$ cat src/rtl/ps2_pkg.sv
// ps2_pkg: shared types and constants for the PS/2 host transmitter.
//   tx_state_e   - transmitter FSM states
//   FE_PARITY    - falling-edge index after which the parity bit is driven
//   FE_STOP      - falling-edge index after which the line is released (stop)
//   FE_ACK       - falling-edge index at which the device ACK is sampled
//   RETRY_LIMIT  - retries allowed when PS2_TX_RETRY_EN is defined
//   odd_parity() - odd parity bit for a data byte
package ps2_pkg;

  typedef enum logic [2:0] {
    IDLE,
    INHIBIT,
    REQ_DATA,
    XFER,
    ACKWAIT,
    FAIL
  } tx_state_e;

  localparam logic [3:0] FE_PARITY   = 4'd9;
  localparam logic [3:0] FE_STOP     = 4'd10;
  localparam logic [3:0] FE_ACK      = 4'd11;
  localparam logic [1:0] RETRY_LIMIT = 2'd2;

  function automatic logic odd_parity(input logic [7:0] d);
    return ~^d;
  endfunction

endpackage

$ cat src/rtl/ps2_line_filter.sv
// ps2_line_filter: conditions one raw PS/2 line.
//   2-flop synchronizer, then a glitch filter that only changes its output
//   after FILTER_LEN consecutive identical synchronized samples, plus a
//   single-cycle strobe on each filtered 1->0 transition.
// Ports:
//   clk_i    system clock
//   rst_ni   synchronous active-low reset
//   line_i   raw pin level
//   level_o  filtered level (RESET_VAL after reset)
//   fe_o     one-cycle falling-edge strobe, aligned with level_o going 0
module ps2_line_filter #(
  parameter int unsigned FILTER_LEN = 8,
  parameter logic        RESET_VAL  = 1'b1
) (
  input  logic clk_i,
  input  logic rst_ni,
  input  logic line_i,
  output logic level_o,
  output logic fe_o
);

  localparam int unsigned CW = $clog2(FILTER_LEN + 1);

  logic [1:0]    sync_q;
  logic          filt_q, filt_d;
  logic [CW-1:0] cnt_q, cnt_d;
  logic          fe_q, fe_d;

  // cnt_q counts consecutive samples that disagree with the filtered level;
  // any agreeing sample restarts the count.
  always_comb begin
    filt_d = filt_q;
    cnt_d  = '0;
    if (sync_q[1] != filt_q) begin
      if (cnt_q == CW'(FILTER_LEN - 1)) begin
        filt_d = sync_q[1];
      end else begin
        cnt_d = cnt_q + 1'b1;
      end
    end
    fe_d = filt_q & ~filt_d;
  end

  always_ff @(posedge clk_i) begin
    if (!rst_ni) begin
      sync_q <= {2{RESET_VAL}};
      filt_q <= RESET_VAL;
      cnt_q  <= '0;
      fe_q   <= 1'b0;
    end else begin
      sync_q <= {sync_q[0], line_i};
      filt_q <= filt_d;
      cnt_q  <= cnt_d;
      fe_q   <= fe_d;
    end
  end

  assign level_o = filt_q;
  assign fe_o    = fe_q;

endmodule

$ cat src/rtl/ps2_host_tx.sv
// ps2_host_tx: PS/2 host-to-device command transmitter (one byte per request).
//   Request-to-send (clock inhibit), start bit, 8 data bits LSB first, odd
//   parity, stop, device ACK, with a timeout measured from clock release.
// Ports:
//   clk25       25 MHz system clock
//   rst_n       synchronous active-low reset
//   tx_data     byte to send, captured when tx_start is accepted
//   tx_start    one-cycle request, accepted only when idle
//   tx_busy     high from the cycle after acceptance until back to idle
//   tx_done     one-cycle pulse: byte ACKed by device
//   tx_error    one-cycle pulse: NACK or timeout
//   rx_inhibit  high while busy; receiver ignores the lines
//   ps2_clk_in  raw PS/2 clock pin
//   ps2_dat_in  raw PS/2 data pin
//   ps2_clk_oe  1 = pull clock line low
//   ps2_dat_oe  1 = pull data line low
// Build option: PS2_TX_RETRY_EN - retry a failed byte up to RETRY_LIMIT times
//   before reporting tx_error.
module ps2_host_tx
  import ps2_pkg::*;
#(
  parameter int unsigned INHIBIT_CYCLES = 2500,
  parameter int unsigned TIMEOUT_CYCLES = 375000,
  parameter int unsigned FILTER_LEN     = 8
) (
  input  logic       clk25,
  input  logic       rst_n,
  input  logic [7:0] tx_data,
  input  logic       tx_start,
  output logic       tx_busy,
  output logic       tx_done,
  output logic       tx_error,
  output logic       rx_inhibit,
  input  logic       ps2_clk_in,
  input  logic       ps2_dat_in,
  output logic       ps2_clk_oe,
  output logic       ps2_dat_oe
);

  localparam int unsigned ICW = $clog2(INHIBIT_CYCLES + 1);
  localparam int unsigned TCW = $clog2(TIMEOUT_CYCLES + 1);

  tx_state_e      state_q, state_d;
  logic [7:0]     data_q, data_d;
  logic           par_q, par_d;
  logic [3:0]     n_q, n_d;
  logic [ICW-1:0] inh_q, inh_d;
  logic [TCW-1:0] tmo_q, tmo_d, tmo_inc;
  logic           done_q, done_d;
`ifdef PS2_TX_RETRY_EN
  logic [1:0]     retry_q, retry_d;
`endif

  logic clk_f, clk_fe, dat_f, dat_fe_unused;

  ps2_line_filter #(.FILTER_LEN(FILTER_LEN), .RESET_VAL(1'b1)) u_clk_filt (
    .clk_i  (clk25),
    .rst_ni (rst_n),
    .line_i (ps2_clk_in),
    .level_o(clk_f),
    .fe_o   (clk_fe)
  );

  ps2_line_filter #(.FILTER_LEN(FILTER_LEN), .RESET_VAL(1'b1)) u_dat_filt (
    .clk_i  (clk25),
    .rst_ni (rst_n),
    .line_i (ps2_dat_in),
    .level_o(dat_f),
    .fe_o   (dat_fe_unused)
  );

  always_comb begin
    state_d  = state_q;
    data_d   = data_q;
    par_d    = par_q;
    n_d      = n_q;
    inh_d    = inh_q;
    tmo_d    = tmo_q;
    done_d   = 1'b0;
    tx_error = 1'b0;
`ifdef PS2_TX_RETRY_EN
    retry_d  = retry_q;
`endif
    tmo_inc = (tmo_q == TCW'(TIMEOUT_CYCLES)) ? tmo_q : tmo_q + 1'b1;

    unique case (state_q)
      IDLE: begin
        n_d   = '0;
        inh_d = '0;
        if (tx_start) begin
          data_d  = tx_data;
          par_d   = odd_parity(tx_data);
          state_d = INHIBIT;
`ifdef PS2_TX_RETRY_EN
          retry_d = '0;
`endif
        end
      end
      // INHIBIT plus the single REQ_DATA cycle make up the clock-low window,
      // so INHIBIT itself lasts one cycle less than INHIBIT_CYCLES.
      INHIBIT: begin
        if (inh_q >= ICW'(INHIBIT_CYCLES - 2)) begin
          state_d = REQ_DATA;
        end else begin
          inh_d = inh_q + 1'b1;
        end
      end
      REQ_DATA: begin
        state_d = XFER;
        n_d     = '0;
        tmo_d   = '0;
      end
      XFER: begin
        tmo_d = tmo_inc;
        if (tmo_inc == TCW'(TIMEOUT_CYCLES)) begin
          state_d = FAIL;
        end else if (clk_fe) begin
          n_d = n_q + 4'd1;
          if (n_q + 4'd1 == FE_ACK) begin
            state_d = dat_f ? FAIL : ACKWAIT;
          end
        end
      end
      ACKWAIT: begin
        tmo_d = tmo_inc;
        if (tmo_inc == TCW'(TIMEOUT_CYCLES)) begin
          state_d = FAIL;
        end else if (clk_f && dat_f) begin
          done_d  = 1'b1;
          state_d = IDLE;
        end
      end
      FAIL: begin
`ifdef PS2_TX_RETRY_EN
        if (retry_q < RETRY_LIMIT) begin
          retry_d = retry_q + 2'd1;
          inh_d   = '0;
          state_d = INHIBIT;
        end else begin
          tx_error = 1'b1;
          state_d  = IDLE;
        end
`else
        tx_error = 1'b1;
        state_d  = IDLE;
`endif
      end
      default: state_d = IDLE;
    endcase
  end

  always_ff @(posedge clk25) begin
    if (!rst_n) begin
      state_q <= IDLE;
      data_q  <= '0;
      par_q   <= 1'b0;
      n_q     <= '0;
      inh_q   <= '0;
      tmo_q   <= '0;
      done_q  <= 1'b0;
    end else begin
      state_q <= state_d;
      data_q  <= data_d;
      par_q   <= par_d;
      n_q     <= n_d;
      inh_q   <= inh_d;
      tmo_q   <= tmo_d;
      done_q  <= done_d;
    end
  end

`ifdef PS2_TX_RETRY_EN
  always_ff @(posedge clk25) begin
    if (!rst_n) retry_q <= '0;
    else        retry_q <= retry_d;
  end
`endif

  // Line drives decode straight from registered state so a reset releases
  // both lines on the same edge.
  always_comb begin
    ps2_dat_oe = 1'b0;
    unique case (state_q)
      REQ_DATA: ps2_dat_oe = 1'b1;
      XFER: begin
        if (n_q == 4'd0)           ps2_dat_oe = 1'b1;
        else if (n_q <= 4'd8)      ps2_dat_oe = ~data_q[3'(n_q - 4'd1)];
        else if (n_q == FE_PARITY) ps2_dat_oe = ~par_q;
        else                       ps2_dat_oe = 1'b0;
      end
      default: ps2_dat_oe = 1'b0;
    endcase
  end

  assign ps2_clk_oe = (state_q == INHIBIT) || (state_q == REQ_DATA);
  assign tx_busy    = (state_q != IDLE);
  assign rx_inhibit = (state_q != IDLE);
  assign tx_done    = done_q;

endmodule

$ cat config.mk
export PLATFORM = sky130hd
export DESIGN_NAME = ps2_host_tx
export DESIGN_NICKNAME = d
export VERILOG_FILES = /design/src/rtl/ps2_pkg.sv /design/src/rtl/ps2_line_filter.sv /design/src/rtl/ps2_host_tx.sv
export SDC_FILE = /design/constraint.sdc
export NUM_CORES = 1
export LEC_CHECK = 0
export ABC_AREA = 1
export BUFFER_PORTS_ARGS = -buffer_cell sky130_fd_sc_hd__buf_2
export CORE_MARGIN = 2
export CORE_UTILIZATION = 50
export CTS_BUF_LIST = sky130_fd_sc_hd__clkbuf_16
export DETAILED_ROUTE_END_ITERATION = 8
export GPL_ROUTABILITY_DRIVEN = 0
export HOLD_SLACK_MARGIN = 0.08
export PLACE_DENSITY = 0.67
export SETUP_SLACK_MARGIN = 0.5
export SYNTH_ARGS = -nofsm -noshare
export SYNTH_HDL_FRONTEND = slang
export SYNTH_SLANG_ARGS = --single-unit
$ cat constraint.sdc
create_clock -name clk25 -period 2.6 [get_ports clk25]
set_input_delay 0.39 -clock clk25 [delete_from_list [all_inputs] [get_ports clk25]]
set_output_delay 0.39 -clock clk25 [all_outputs]
set_load 0.005 [all_outputs]
Word-level counts from Yosys, hierarchy flattened:

Cells that the tools add are included.

* order comparisons: 3
* equality and inequality tests: 21
* mux-type cells: 26
* reduce and logical (&&, ||, !) cells: 19
* $add $sub $neg: 6
* bitwise gates (word level): 8

Operator list (number)
* == test 19 bit, second input constant: 2
* one-hot mux 19 bit (2 select lines): 1
* one-hot mux 12 bit (2 select lines): 1
* 2-to-1 mux 3 bit: 7
* adder 19 x 1 -> 19 bit, second input constant: 1
* 2-to-1 mux 19 bit: 1
* one-hot mux 3 bit (5 select lines): 1
* adder 12 x 1 -> 12 bit, second input constant: 1
* adder 4 x 1 -> 4 bit, second input constant: 3
* greater-or-equal comparator 12 bit, second input constant: 1
* 2-to-1 mux 12 bit: 1
* 2-to-1 mux 1 bit: 9
* OR reduction 3 bit: 3
* == test 4 x 3 -> 1 bit, second input constant: 2
* == test 4 bit, second input constant: 2
* 2-to-1 mux 4 bit: 2
* != test 2 bit, second input constant: 4
* one-hot mux 4 bit (2 select lines): 1
* XNOR reduction 8 bit: 1
* inverter 1 bit: 7
* == test 3 x 2 -> 1 bit, second input constant: 2
* == test 3 bit, second input constant: 2
* != test 3 bit, second input constant: 2
* AND reduction 2 bit: 3
* other kinds (19): 23

* bits in registers: 63
* output and inout port bits: 6
* word-level logic and storage cells: 97

Longest topological paths before layout:

* word-level depth: 7
* gate-level depth with buffers: 17

By module:

Synthesis repeated with hierarchy kept, for this count alone.

* cells, all modules: 561
* area, all modules: 3749.8 sq um

By module, submodules not included
* ps2_host_tx: area an instance 3161.8 sq um, times used 1, seq. area each 960.9 sq um, cells each 493
* ps2_line_filter: area an instance 294.0 sq um, times used 2, seq. area each 160.2 sq um, cells each 34

Worst setup path before layout:

Ideal clock, no wire load.

* kind: reg-to-output
* from: register n_q[0]
* to: output port ps2_dat_oe
* buffers on the path: 1
* stages on the path, launching flop included: 8
* setup slack: 0.493 ns
* arrival time: 1.717 ns
* required time: 2.210 ns
* cell sequence: dfxtp_1 > clkbuf_1 > inv_1 > ha_1 > a21oi_1 > o21ai_0 > a221o_1 > a31oi_1

* word-level cells in the longest chain between the ends: 7
* elaborated cells between the ends (all ways): 11

RTL lines
* start, declared: RTL line ps2_host_tx.sv:46 `logic [3:0] n_q, n_d;`
* start signal, assigned: RTL line ps2_host_tx.sv:165 `n_q <= n_d;`
* subtractor 3 x 1 -> 3 bit: RTL line ps2_host_tx.sv:187 `else if (n_q <= 4'd8) ps2_dat_oe = ~data_q[3'(n_q - 4'd1)];`
* binary-select mux 1 bit (select 3 bit): RTL line ps2_host_tx.sv:187
* 2-to-1 mux 1 bit (not written as such): RTL line ps2_host_tx.sv:187
* inverter 1 bit: RTL line ps2_host_tx.sv:187
* 2-to-1 mux 1 bit: RTL line ps2_host_tx.sv:187
* 2-to-1 mux 1 bit *: RTL line ps2_host_tx.sv:186 `if (n_q == 4'd0) ps2_dat_oe = 1'b1;`
* one-hot mux 1 bit (2 select lines) *: RTL line ps2_host_tx.sv:183 `unique case (state_q)`
* end, declared: RTL line ps2_host_tx.sv:37 `output logic ps2_dat_oe`

Mark *: on every way between the ends. The rest lies on a longest branch, timed or not. The select of a mux whose other input is x is not followed.

Worst setup path in the final report:

Ends and elaborated chain as after synthesis.

==> Flow_metrics.wiki <==
{| class="wikitable"
! Metric !! Value
|-
| Tmin final || around 2200 ps
|-
| Vertical extent of the die || 89.7 µm
|-
| Seq/Total Area, Yosys || between 30% and 40%
|-
| Maximum clock frequency || 446 MHz
|-
| Highest-count cells in the layout ignoring fill and taps || sky130_fd_sc_hd__nand2_1, sky130_fd_sc_hd__nor2_1, sky130_fd_sc_hd__inv_1
|-
| Longest individual stage delay on the worst path || around 360 ps
|-
| Arrival @ worst endpoint || between 1500 and 2000 ps
|-
| Clock latency at the later pin of the worst-skew pair || roughly 330 ps
|-
| Setup Total Neg Slack || 0 ps
|-
| CTS Hold Bufs || 0
|-
| Routed wire length || 8860 µm
|-
| Classification of the worst setup path || register to primary output
|-
| Static Leakage || approximately 1.8 nW
|-
| Horizontal extent of the die || about 90 µm
|-
| Port Buffer Count || 18
|-
| Ratio of cells with drive above 1 in the final layout || approximately a quarter
|-
| Clock slew at reported path FFs || roughly 50 ps
|-
| Outcome || completed
|-
| Cell area after placement || between 0.003 and 0.004 mm²
|-
| Ratio of routed vias to standard cells || ~5.2
|-
| Max-cap violations || 0
|-
| First-pass GRT wire length || 14800 µm
|-
| Endpoint kind of the worst setup timing path || primary output
|-
| Library cell used as clock root buffer || sky130_fd_sc_hd__clkbuf_16
|-
| List of cells traversed by the critical path || clkinvlp_4 -> ha_4 -> inv_1 -> a21oi_1 -> a21oi_1 -> a221o_1 -> a31oi_1 -> buf_2
|-
| Number of antenna violations at the first check in global routing || 0
|-
| Max rail drop VDD || ~750 µV
|-
| Number of synthesized register bits || 63
|-
| Number of setup violations in the final report || 0
|-
| Total routing resource utilization after global routing || between 20 and 25%
|-
| Layout overhead on the synthesized area || 22.4%
|-
| Ys Warns || 0
|-
| Total Die Area || approximately 0.008 mm²
|-
| Per-cell routed wire length || between 10 and 15 µm
|-
| Class of the tightest hold or removal check || input port to register
|-
| Final layout net count || about 600
|-
| Total clock sinks || 63
|-
| Reg2Reg Setup Slack || 570 ps
|-
| Number of synthesized flops with an enable pin || 0
|-
| Most frequent CP cell || sky130_fd_sc_hd__a21oi_1
|-
| DP Wirelength || a little over 6000 µm
|-
| Commonest non-fill, non-tap cell in the layout || sky130_fd_sc_hd__nand2_1
|-
| Via count of the first global-routing pass || ~3300
|-
| Maximum number of pins on one net before global-route repair || 35
|-
| Cells after Synth || between 500 and 600
|-
| Synth async-reset ratio || 0%
|-
| Length of routed met2 wiring || around 4300 µm
|-
| Worst-case clock skew || approximately 8.6 ps
|-
| CTS Buf Count || 9
|-
| Power density normalized to cell area || a little over 800 mW/mm²
|-
| Total global routing overflow || 0
|-
| Clock H-tree levels || 3
|-
| Worst Tran Pin Value || between 400 and 500 ps
|-
| Post-route design area || roughly 0.0045 mm²
|-
| DRC violations left || 0
|-
| Antenna viol nets, final || 0
|-
| Max_slew headroom || 67.0%
|-
| Routed wire length on met3 || around 340 µm
|-
| Count of vias placed by the detailed router || 3508
|-
| Total count of hold-check failures in the final report || 0
|-
| Post-synthesis cell area || around 0.0037 mm²
|-
| Worst EP required || approximately 2200 ps
|-
| Count of TritonRoute iterations in the first routing pass || 5
|-
| Post-synth top flop || sky130_fd_sc_hd__dfxtp_1
|-
| Count of standard-cell rows || 31
|-
| Setup repair after global routing missed its margin || true
|-
| Initial standard-cell utilization of the core || 51.2%
|-
| I/O Pins || 19
|-
| Detailed router's first-iteration violation count || 146
|-
| Ratio of final minimum period to clock period || a little under nine tenths
|-
| Number of library cell types mapped by synthesis || just over 40
|-
| Crit path max fanout || 4
|-
| Diodes inserted || 0
|-
| CP Launch Type || register
|-
| TritonCTS clock tree || built
|-
| Maximum clock path buffer count || 2
|-
| Post-Route M1 WL || 4060 µm
|-
| Avg Synthesized Cell Area || just under 7 µm²
|-
| Core region area || between 0.007 and 0.008 mm²
|-
| Cell with the largest stage delay on the worst path || sky130_fd_sc_hd__dfxtp_4
|-
| Post-Syn Nets || between 500 and 600
|-
| Number of max-slew violations in the final report || 0
|-
| Max layer used || met4
|}
metal layers:
layer	track usage [%]	up-vias
li1	-	1823
met1	28.2	1609
met2	37.2	68
met3	5.53	8
met4	8.46	0
met5	0	-
repair_timing:
action	in CTS	in global routing
pin swaps	3	22
setup endpoints to repair	9	34
setup buffers	4	4
gates resized for setup	16	69
stage by stage:
step	util (%)	hold WS, ps	std cells	setup slack, ps	total power [mW]
3_3_place_gp	53.6	400	651	351	2.25
6_report	62.6	249	675	355	3.68
2_1_floorplan	-	393	543	600	1.99
3_5_place_dp	53.6	400	651	307	2.27
4_1_cts	59.0	244	671	334	3.60
5_1_grt	62.6	249	675	210	3.93
flip-flops by register name, indices dropped and copies added (netlist names):
| signal | flops |
|---|---|
| tmo_q | 19 |
| inh_q | 12 |
| data_q | 8 |
| n_q | 4 |
| u_clk_filt.cnt_q | 4 |
| u_dat_filt.cnt_q | 4 |
| state_q | 3 |
| u_clk_filt.sync_q | 2 |
| u_dat_filt.sync_q | 2 |
| par_q | 1 |
| tx_done | 1 |
| u_clk_filt.fe_o | 1 |
| u_clk_filt.level_o | 1 |
| u_dat_filt.level_o | 1 |
critical path: cells and delay by family (launching register included):
family	cells	cell delay (ps)
adder cells (fa/ha/maj)	1	290
AO/OA/AOI/OAI	4	620
buffers and inverters	3	270
flip-flops	1	360
cells in the mapped netlist (3+ instances only):
master,count,area share [%]
sky130_fd_sc_hd__a21oi_1,47,6.4
sky130_fd_sc_hd__buf_2,3,0.41
sky130_fd_sc_hd__buf_4,3,0.61
sky130_fd_sc_hd__clkbuf_1,6,0.61
sky130_fd_sc_hd__dfxtp_1,63,34
sky130_fd_sc_hd__ha_1,11,3.7
sky130_fd_sc_hd__inv_1,58,5.9
sky130_fd_sc_hd__nand2_1,127,13
sky130_fd_sc_hd__nand2_2,7,1.2
sky130_fd_sc_hd__nand3_1,38,5.2
sky130_fd_sc_hd__nand4_1,17,2.9
sky130_fd_sc_hd__nor2_1,74,7.6
sky130_fd_sc_hd__nor2_2,10,1.7
sky130_fd_sc_hd__nor2_4,4,1.2
sky130_fd_sc_hd__nor3_1,6,0.82
sky130_fd_sc_hd__o21ai_0,16,2.2
sky130_fd_sc_hd__or2_2,5,0.85
sky130_fd_sc_hd__xnor2_1,8,1.9
sky130_fd_sc_hd__xor2_1,13,3.1
path summary, 6_finish.rpt:
path / start / end / depth (start not counted)
max: n_q[0]$_SDFFE_PN0P_ / ps2_dat_oe / 8
min: ps2_clk_in / u_clk_filt.sync_q[0]$_SDFF_PN1_ / 2
max reg2reg: tmo_q[1]$_SDFFE_PN0P_ / state_q[2]$_SDFFE_PN0P_ / 12
min reg2reg: u_dat_filt.sync_q[0]$_SDFF_PN1_ / u_dat_filt.sync_q[1]$_SDFF_PN1_ / 1
power by group:
group          internal, mW  switching [mW]
registers              1.08           0.111
clock network         0.832           0.433
logic                 0.449           0.779
cells by family after synthesis:
| family | synth area share (%) |
|---|---|
| adder cells (fa/ha/maj) | 3.75 |
| flip-flops | 34.3 |
| buffers and inverters | 8.18 |
| XOR/XNOR | 5.45 |
| AND/OR/NAND/NOR | 37.0 |
| AO/OA/AOI/OAI | 11.2 |
layout make-up:
class / instances / area (µm²)
Clock buffer: 9 / 225
Clock inverter: 7 / 86.3
Fill cell: 648 / 2680
Timing Repair Buffer: 30 / 180
Multi-Input combinational cell: 406 / 2330
Tap cell: 99 / 124
Inverter: 61 / 235
Sequential cell: 63 / 1310
No activity file was read; power rests on OpenSTA's default activity.
